--- config.mk ---
export PLATFORM = sky130hd
export DESIGN_NAME = heartbeat_reader
export DESIGN_NICKNAME = d
export VERILOG_FILES = /design/src/rtl/heartbeat_pkg.sv /design/src/rtl/hb_extrema.sv /design/src/rtl/heartbeat_reader.sv
export SDC_FILE = /design/constraint.sdc
export NUM_CORES = 1
export LEC_CHECK = 0
export CELL_PAD_IN_SITES_DETAIL_PLACEMENT = 1
export CELL_PAD_IN_SITES_GLOBAL_PLACEMENT = 2
export CORE_MARGIN = 3
export CORE_UTILIZATION = 36
export CTS_CLUSTER_DIAMETER = 150
export DETAILED_ROUTE_END_ITERATION = 10
export PLACE_DENSITY_LB_ADDON = 0.1
export SYNTH_ARGS = -nofsm -noshare
export SYNTH_HDL_FRONTEND = slang
export SYNTH_SLANG_ARGS = --single-unit
--- constraint.sdc ---
create_clock -name clock -period 2.8 [get_ports clock]
set_clock_uncertainty 0.1 [all_clocks]
set_input_delay 0.28 -clock clock [delete_from_list [all_inputs] [get_ports clock]]
set_output_delay 0.28 -clock clock [all_outputs]
set_load 0.005 [all_outputs]
--- src/rtl/heartbeat_pkg.sv ---
// Shared constants and FSM encoding for the heartbeat window reader.
// Latency: n/a (types and constants only).
// Backpressure: n/a.
package heartbeat_pkg;

  localparam int HB_DEPTH = 100;  // samples per heartbeat window
  localparam int HB_WIDTH = 16;   // sample width in bits
  localparam int HB_IDX_W = 7;    // sample index width
  localparam int HB_CNT_W = 16;   // completed-window counter width

  typedef enum logic [2:0] {
    IDLE     = 3'd0,
    DRAIN    = 3'd1,
    FLUSH    = 3'd2,
    SUMMARY  = 3'd3,
    RELEASE  = 3'd4,
    WAIT_CLR = 3'd5
  } hb_state_e;

endpackage

--- src/rtl/hb_extrema.sv ---
// Running unsigned max/min/argmax over one window of samples.
// Latency: result includes a sample one cycle after it is presented with in_vld.
// Backpressure: none; accepts a sample every cycle.
// Ports: clear zeroes the tracker, seed marks the first sample of a window,
//        in_vld/in_dat/in_idx carry the sample, max_*/min_dat are the running result.
module hb_extrema
  import heartbeat_pkg::*;
#(
  parameter int WIDTH = HB_WIDTH,
  parameter int IDX_W = HB_IDX_W
) (
  input  logic             clock,
  input  logic             reset,
  input  logic             clear,
  input  logic             in_vld,
  input  logic             seed,
  input  logic [WIDTH-1:0] in_dat,
  input  logic [IDX_W-1:0] in_idx,
  output logic [WIDTH-1:0] max_dat,
  output logic [IDX_W-1:0] max_idx,
  output logic [WIDTH-1:0] min_dat
);

  logic [WIDTH-1:0] max_dat_q, max_dat_d;
  logic [IDX_W-1:0] max_idx_q, max_idx_d;
  logic [WIDTH-1:0] min_dat_q, min_dat_d;

  always_comb begin
    max_dat_d = max_dat_q;
    max_idx_d = max_idx_q;
    min_dat_d = min_dat_q;
    if (clear) begin
      max_dat_d = '0;
      max_idx_d = '0;
      min_dat_d = '0;
    end else if (in_vld) begin
      if (seed) begin
        max_dat_d = in_dat;
        max_idx_d = in_idx;
        min_dat_d = in_dat;
      end else begin
        // Strict compare: equal values keep the earlier index.
        if (in_dat > max_dat_q) begin
          max_dat_d = in_dat;
          max_idx_d = in_idx;
        end
        if (in_dat < min_dat_q) begin
          min_dat_d = in_dat;
        end
      end
    end
  end

  always_ff @(posedge clock or negedge reset) begin
    if (!reset) begin
      max_dat_q <= '0;
      max_idx_q <= '0;
      min_dat_q <= '0;
    end else begin
      max_dat_q <= max_dat_d;
      max_idx_q <= max_idx_d;
      min_dat_q <= min_dat_d;
    end
  end

  assign max_dat = max_dat_q;
  assign max_idx = max_idx_q;
  assign min_dat = min_dat_q;

endmodule

--- src/rtl/heartbeat_reader.sv ---
// Drains a full sample buffer, forwards each sample and publishes the window peak/trough.
// Latency: sample k out at T+3+k after full seen at T; summary at T+DEPTH+3; release at T+DEPTH+4.
// Backpressure: none on the sample stream; buffer is held until full drops after release.
// Ports: full/buf_data from the buffer, read/buf_release_n to it; sample_* stream out;
//        peak_*/trough_value/beat_done/beat_count summarise each completed window.
module heartbeat_reader
  import heartbeat_pkg::*;
#(
  parameter int DEPTH = HB_DEPTH,
  parameter int WIDTH = HB_WIDTH
) (
  input  logic                clock,
  input  logic                reset,
  input  logic                full,
  input  logic [WIDTH-1:0]    buf_data,
  output logic                read,
  output logic                buf_release_n,
  output logic [WIDTH-1:0]    sample_out,
  output logic                sample_valid,
  output logic [HB_IDX_W-1:0] sample_index,
  output logic [WIDTH-1:0]    peak_value,
  output logic [HB_IDX_W-1:0] peak_index,
  output logic [WIDTH-1:0]    trough_value,
  output logic                beat_done,
  output logic [HB_CNT_W-1:0] beat_count
);

  localparam logic [HB_IDX_W-1:0] LAST_IDX = HB_IDX_W'(DEPTH - 1);

  hb_state_e             state_q, state_d;
  logic                  read_q, read_d;
  logic                  rd_dly_q, rd_dly_d;  // read delayed one cycle: buf_data is valid
  logic [HB_IDX_W-1:0]   rd_cnt_q, rd_cnt_d;
  logic [HB_IDX_W-1:0]   cap_cnt_q, cap_cnt_d;
  logic [WIDTH-1:0]      sample_out_q, sample_out_d;
  logic                  sample_valid_q, sample_valid_d;
  logic [HB_IDX_W-1:0]   sample_index_q, sample_index_d;
  logic [WIDTH-1:0]      peak_value_q, peak_value_d;
  logic [HB_IDX_W-1:0]   peak_index_q, peak_index_d;
  logic [WIDTH-1:0]      trough_value_q, trough_value_d;
  logic                  beat_done_q, beat_done_d;
  logic [HB_CNT_W-1:0]   beat_count_q, beat_count_d;
  logic                  release_n_q, release_n_d;

  logic                  ext_clear;
  logic [WIDTH-1:0]      ext_max;
  logic [HB_IDX_W-1:0]   ext_max_idx;
  logic [WIDTH-1:0]      ext_min;

  hb_extrema #(
    .WIDTH (WIDTH),
    .IDX_W (HB_IDX_W)
  ) u_extrema (
    .clock   (clock),
    .reset   (reset),
    .clear   (ext_clear),
    .in_vld  (rd_dly_q),
    .seed    (cap_cnt_q == '0),
    .in_dat  (buf_data),
    .in_idx  (cap_cnt_q),
    .max_dat (ext_max),
    .max_idx (ext_max_idx),
    .min_dat (ext_min)
  );

  always_comb begin
    state_d        = state_q;
    read_d         = read_q;
    rd_dly_d       = read_q;
    rd_cnt_d       = rd_cnt_q;
    cap_cnt_d      = cap_cnt_q;
    sample_out_d   = sample_out_q;
    sample_valid_d = rd_dly_q;
    sample_index_d = sample_index_q;
    peak_value_d   = peak_value_q;
    peak_index_d   = peak_index_q;
    trough_value_d = trough_value_q;
    beat_done_d    = 1'b0;
    beat_count_d   = beat_count_q;
    release_n_d    = 1'b1;
    ext_clear      = 1'b0;

    // Capture path runs independently of the FSM: whatever was read is forwarded.
    if (rd_dly_q) begin
      sample_out_d   = buf_data;
      sample_index_d = cap_cnt_q;
      cap_cnt_d      = cap_cnt_q + HB_IDX_W'(1);
    end

    case (state_q)
      IDLE: begin
        if (full) begin
          state_d   = DRAIN;
          read_d    = 1'b1;
          rd_cnt_d  = '0;
          cap_cnt_d = '0;
          ext_clear = 1'b1;
        end
      end
      DRAIN: begin
        // read must stay high for the whole window regardless of full.
        if (rd_cnt_q == LAST_IDX) begin
          read_d  = 1'b0;
          state_d = FLUSH;
        end else begin
          rd_cnt_d = rd_cnt_q + HB_IDX_W'(1);
        end
      end
      FLUSH: begin
        // The last sample is on sample_out now; the tracker already includes it.
        if (sample_valid_q && (sample_index_q == LAST_IDX)) begin
          state_d        = SUMMARY;
          beat_done_d    = 1'b1;
          peak_value_d   = ext_max;
          peak_index_d   = ext_max_idx;
          trough_value_d = ext_min;
          beat_count_d   = beat_count_q + HB_CNT_W'(1);
        end
      end
      SUMMARY: begin
        state_d     = RELEASE;
        release_n_d = 1'b0;
      end
      RELEASE: begin
        state_d = WAIT_CLR;
      end
      WAIT_CLR: begin
        // Waiting for full to drop guarantees a window is never drained twice.
        if (!full) begin
          state_d = IDLE;
        end
      end
      default: begin
        state_d = IDLE;
      end
    endcase
  end

  always_ff @(posedge clock or negedge reset) begin
    if (!reset) begin
      state_q        <= IDLE;
      read_q         <= 1'b0;
      rd_dly_q       <= 1'b0;
      rd_cnt_q       <= '0;
      cap_cnt_q      <= '0;
      sample_out_q   <= '0;
      sample_valid_q <= 1'b0;
      sample_index_q <= '0;
      peak_value_q   <= '0;
      peak_index_q   <= '0;
      trough_value_q <= '0;
      beat_done_q    <= 1'b0;
      beat_count_q   <= '0;
      release_n_q    <= 1'b1;
    end else begin
      state_q        <= state_d;
      read_q         <= read_d;
      rd_dly_q       <= rd_dly_d;
      rd_cnt_q       <= rd_cnt_d;
      cap_cnt_q      <= cap_cnt_d;
      sample_out_q   <= sample_out_d;
      sample_valid_q <= sample_valid_d;
      sample_index_q <= sample_index_d;
      peak_value_q   <= peak_value_d;
      peak_index_q   <= peak_index_d;
      trough_value_q <= trough_value_d;
      beat_done_q    <= beat_done_d;
      beat_count_q   <= beat_count_d;
      release_n_q    <= release_n_d;
    end
  end

  assign read          = read_q;
  assign buf_release_n = release_n_q;
  assign sample_out    = sample_out_q;
  assign sample_valid  = sample_valid_q;
  assign sample_index  = sample_index_q;
  assign peak_value    = peak_value_q;
  assign peak_index    = peak_index_q;
  assign trough_value  = trough_value_q;
  assign beat_done     = beat_done_q;
  assign beat_count    = beat_count_q;

endmodule

==> results of run 1 <==
[flip-flops by register name, indices dropped and copies added (netlist names), 3 cells and up]
name and cells:
beat_count 16, peak_value 16, sample_out 16, trough_value 16, u_extrema.max_dat 16, u_extrema.min_dat 16, cap_cnt_q 7, peak_index 7
rd_cnt_q 7, sample_index 7, u_extrema.max_idx 7, state_q 3
[routing by layer]
metal	routed length, µm	up-vias	global-route usage
met5	0	-	0
met4	150	0	0.0536
met3	480	12	0.0376
met2	8020	74	0.294
met1	7970	2402	0.247
li1	-	2165	-
[power by group]
group	switching (mW)	internal, mW	leakage [nW]
clock network	0.919	1.51	0.303
logic	1.21	1.20	1.83
registers	0.501	2.53	1.78
[cells by family (layout without fill, tap and decap cells)]
| group | count (synthesis) | in the layout |
|---|---|---|
| DFF | 139 | 139 |
| and+or+nand+nor | 107 | 107 |
| AOI/OAI and AO/OA | 102 | 102 |
| muxes | 64 | 64 |
| buffers and inverters | 60 | 203 |
| adders and majority gates | 35 | 35 |
| xor gates and xnor gates | 23 | 23 |
[stage by stage]
step / setup TNS (ns) / cell area, µm² / hold WS, ns / total power [mW] / util
after floorplan: 0 / 6370 / -0.116 / 4.42 / -
after global placement: 0 / 7840 / 0.113 / 5.37 / 0.453
after detailed placement: -0.0942 / 7840 / 0.113 / 5.49 / 0.453
after CTS: 0 / 8490 / 0.228 / 7.98 / 0.491
after global routing: 0 / 8490 / 0.257 / 8.43 / 0.491
final: 0 / 8490 / 0.236 / 7.87 / 0.491
[final timing paths]
kind | to | slack (ns) | depth (start not counted)
setup reg to reg | u_extrema.min_dat[12]$_DFFE_PN0P_ | 0.34 | 9
min in group clock | rd_dly_q$_DFF_PN0_ | 0.35 | 0
max in group asynchronous | trough_value[7]$_DFFE_PN0P_ | 1.61 | 3
hold reg to reg | rd_dly_q$_DFF_PN0_ | 0.35 | 0
setup / recovery | u_extrema.min_dat[12]$_DFFE_PN0P_ | 0.34 | 9
hold / removal | beat_count[10]$_DFFE_PN0P_ | 0.24 | 2
[cell type report]
cell class | count | area share
Clock buffer | 17 | 0.0501
Clock inverter | 15 | 0.0249
Inverter | 40 | 0.0177
Multi-Input combinational cell | 331 | 0.311
Sequential cell | 139 | 0.410
Tap cell | 225 | 0.0332
Timing Repair Buffer | 131 | 0.153
[critical path: cells and delay by family, from the launching register on]
kind                     cells  cell delay [ns]
buffers and inverters        2             0.21
flip-flops                   1             0.38
AO/OA/AOI/OAI                6             1.38
adder cells (fa/ha/maj)      1             0.29
[synthesized netlist by cell type, drive strengths merged, types with 4 or more instances]
| cell | number |
|---|---|
| xor2 | 9 |
| nor2 | 14 |
| o21ai | 28 |
| nor3 | 4 |
| xnor2 | 14 |
| and3 | 5 |
| nand3 | 27 |
| ha | 35 |
| a21oi | 35 |
| a22o | 22 |
| nand2 | 24 |
| buf | 10 |
| dfrtp | 138 |
| or3 | 5 |
| clkbuf | 10 |
| nand4 | 12 |
| mux2 | 62 |
| a21o | 4 |
| inv | 40 |
[timing repair]
item	4_1_cts	5_1_grt
buffers inserted	0	0
hold buffers	1	0
endpoints found under the hold margin	39	0
==> results.yml, run 1 <==
synth:
  synth_fa_ha_area_frac: 0.0687
  ys_types: 50
  yosysSeqAreaShare: 0.546
  yosysTopAreaCellShare: 0.542
  syn_area_um2: 6370
  synth_async_sr_flop_share: 1.00
  synth-edff-count: 0
  syn_inst: 530
  syn_nets: 584
  synth_top_family_by_area: "multiplexers"
  ys.flop_type: "dfrtp_1"
  synth_compound_area_frac: 0.103
  ys_warn_count: 0
  yosys.area_share.simple: 0.0974
  muxShareOfSynthArea: 0.113
  synth_area_leaders: "dfrtp_1 (54%), ha_1 (6.9%), mux2_2 (6.7%), mux2_1 (4.2%), a22o_1 (3.0%)"
  ys_seq_elements: 139
  synth_top_area_cell: "dfrtp_1"
  synth-xor-area-share: 0.0316
  syn_avg_cell_area_um2: 12.0
placement:
  dp_slack_ns: -0.0233
  place_inst: 865
  gp_congestion: 0.785
  port_buffers: 100
  place_hpwl_um: 12100
worst_setup_path:
  cp-start-kind: "register"
  worstPathMaxFanout: 4
  r2r-start: "u_extrema.min_dat[2]$_DFFE_PN0P_"
  crit_path_max_incr_delay_ns: 0.38
  path_cells: "inv_1 -> ha_1 -> a211o_1 -> a31oi_1 -> o221ai_1 -> a31o_2 -> buf_4 -> o21ai_0 -> a21oi_1"
  crit_slowest_cell: "dfrtp_1"
  crit_arrival_ns: 2.66
  crit_type: "register to register"
  crit_required_ns: 3.00
  worstSetupStartpoint: "u_extrema.min_dat[2]$_DFFE_PN0P_"
  worstSetupEndpointType: "register"
cells_and_area:
  fill_cells: 1832
  syn_to_final_growth_pct: 33.1
  layout_commonest_cell: "dfrtp_1"
  layout-drive-gt1-share: 0.171
  multi_input_area_um2: 2640
  layout_common_cells: "dfrtp_1 (138), clkdlybuf4s50_1 (99), inv_1 (39)"
  fin_cells: 898
  antenna_cells: 0
  nNetsFinal: 714
  ff_latch_area_um2: 3480
global_routing:
  grt.total_usage: 0.181
  grt_pass1_vias: 5109
  grt_start_max_net_pins: 71
  grt_pass1_wl_um: 27800
  antenna_found_initial: 0
  grt_overflow_total: 0
floorplan:
  die_y_um: 139
  io_pins: 101
  die_x_um: 139
  start_util: 0.369
  core.rowCount: 48
  dieArea_um2: 19300
  core-area_um2: 17300
cts:
  cts-buffers-inserted: 17
  clock-root-buffer: "clkbuf_16"
  clock_path_buffers: 2
  cts_tree: "done"
  clk_latency_ns: 0.42
  clk_pin_slew_ns: 0.06
  cts_resized: 0
  h-tree-depth: 4
  cts.sinks: 139
timing:
  rsz0062_at_grt: "no"
  fmax_ghz: 0.406
  finalHoldViolations: 0
  setup_ws_ns: 0.339
  min_period_ns: 2.46
  setup_viol: 0
  max_slew_margin: 0.630
  tightest_slew_ns: 0.551
  finalMaxSlewViolations: 0
  finalCritPeriodShare: 0.879
routing:
  vias: 4653
  wl_per_cell_um: 18.5
  drtPass1Iterations: 4
  wl_um: 16600
  drcViolationCount: 0
  drt_iter0_drc: 136
  routed_via_density: 5.18
  ant_nets: 0
power:
  power_per_cell_area_nw_per_um2: 927
  vdd_drop_max_mv: 0.528
  power_leakage_nw: 3.92
min_path:
  min_path_type: "input pin to async pin"
status:
  status: "finished, final reports clean"
flow_run:
  maxCapViolations: 0
(Power assumes the default switching activity.)
==> run 2: changes to the inputs <==
Settings changed: ABC_CLOCK_PERIOD_IN_PS set to 2800, GPL_ROUTABILITY_DRIVEN set to 0, SKIP_CTS_REPAIR_TIMING set to 1.
==> results of run 2 <==
Final layout, timing and power as in run 1 (identical DEF).
Main changes from that run: via count of the first global-routing pass 5109 -> 5097
==> run 3: changes to the inputs <==
Settings changed: CTS_CLUSTER_DIAMETER 150 to 60.
==> results of run 3 <==
Final layout, timing and power as in run 1 (identical DEF).
Main changes from that run: via count of the first global-routing pass 5109 -> 5097
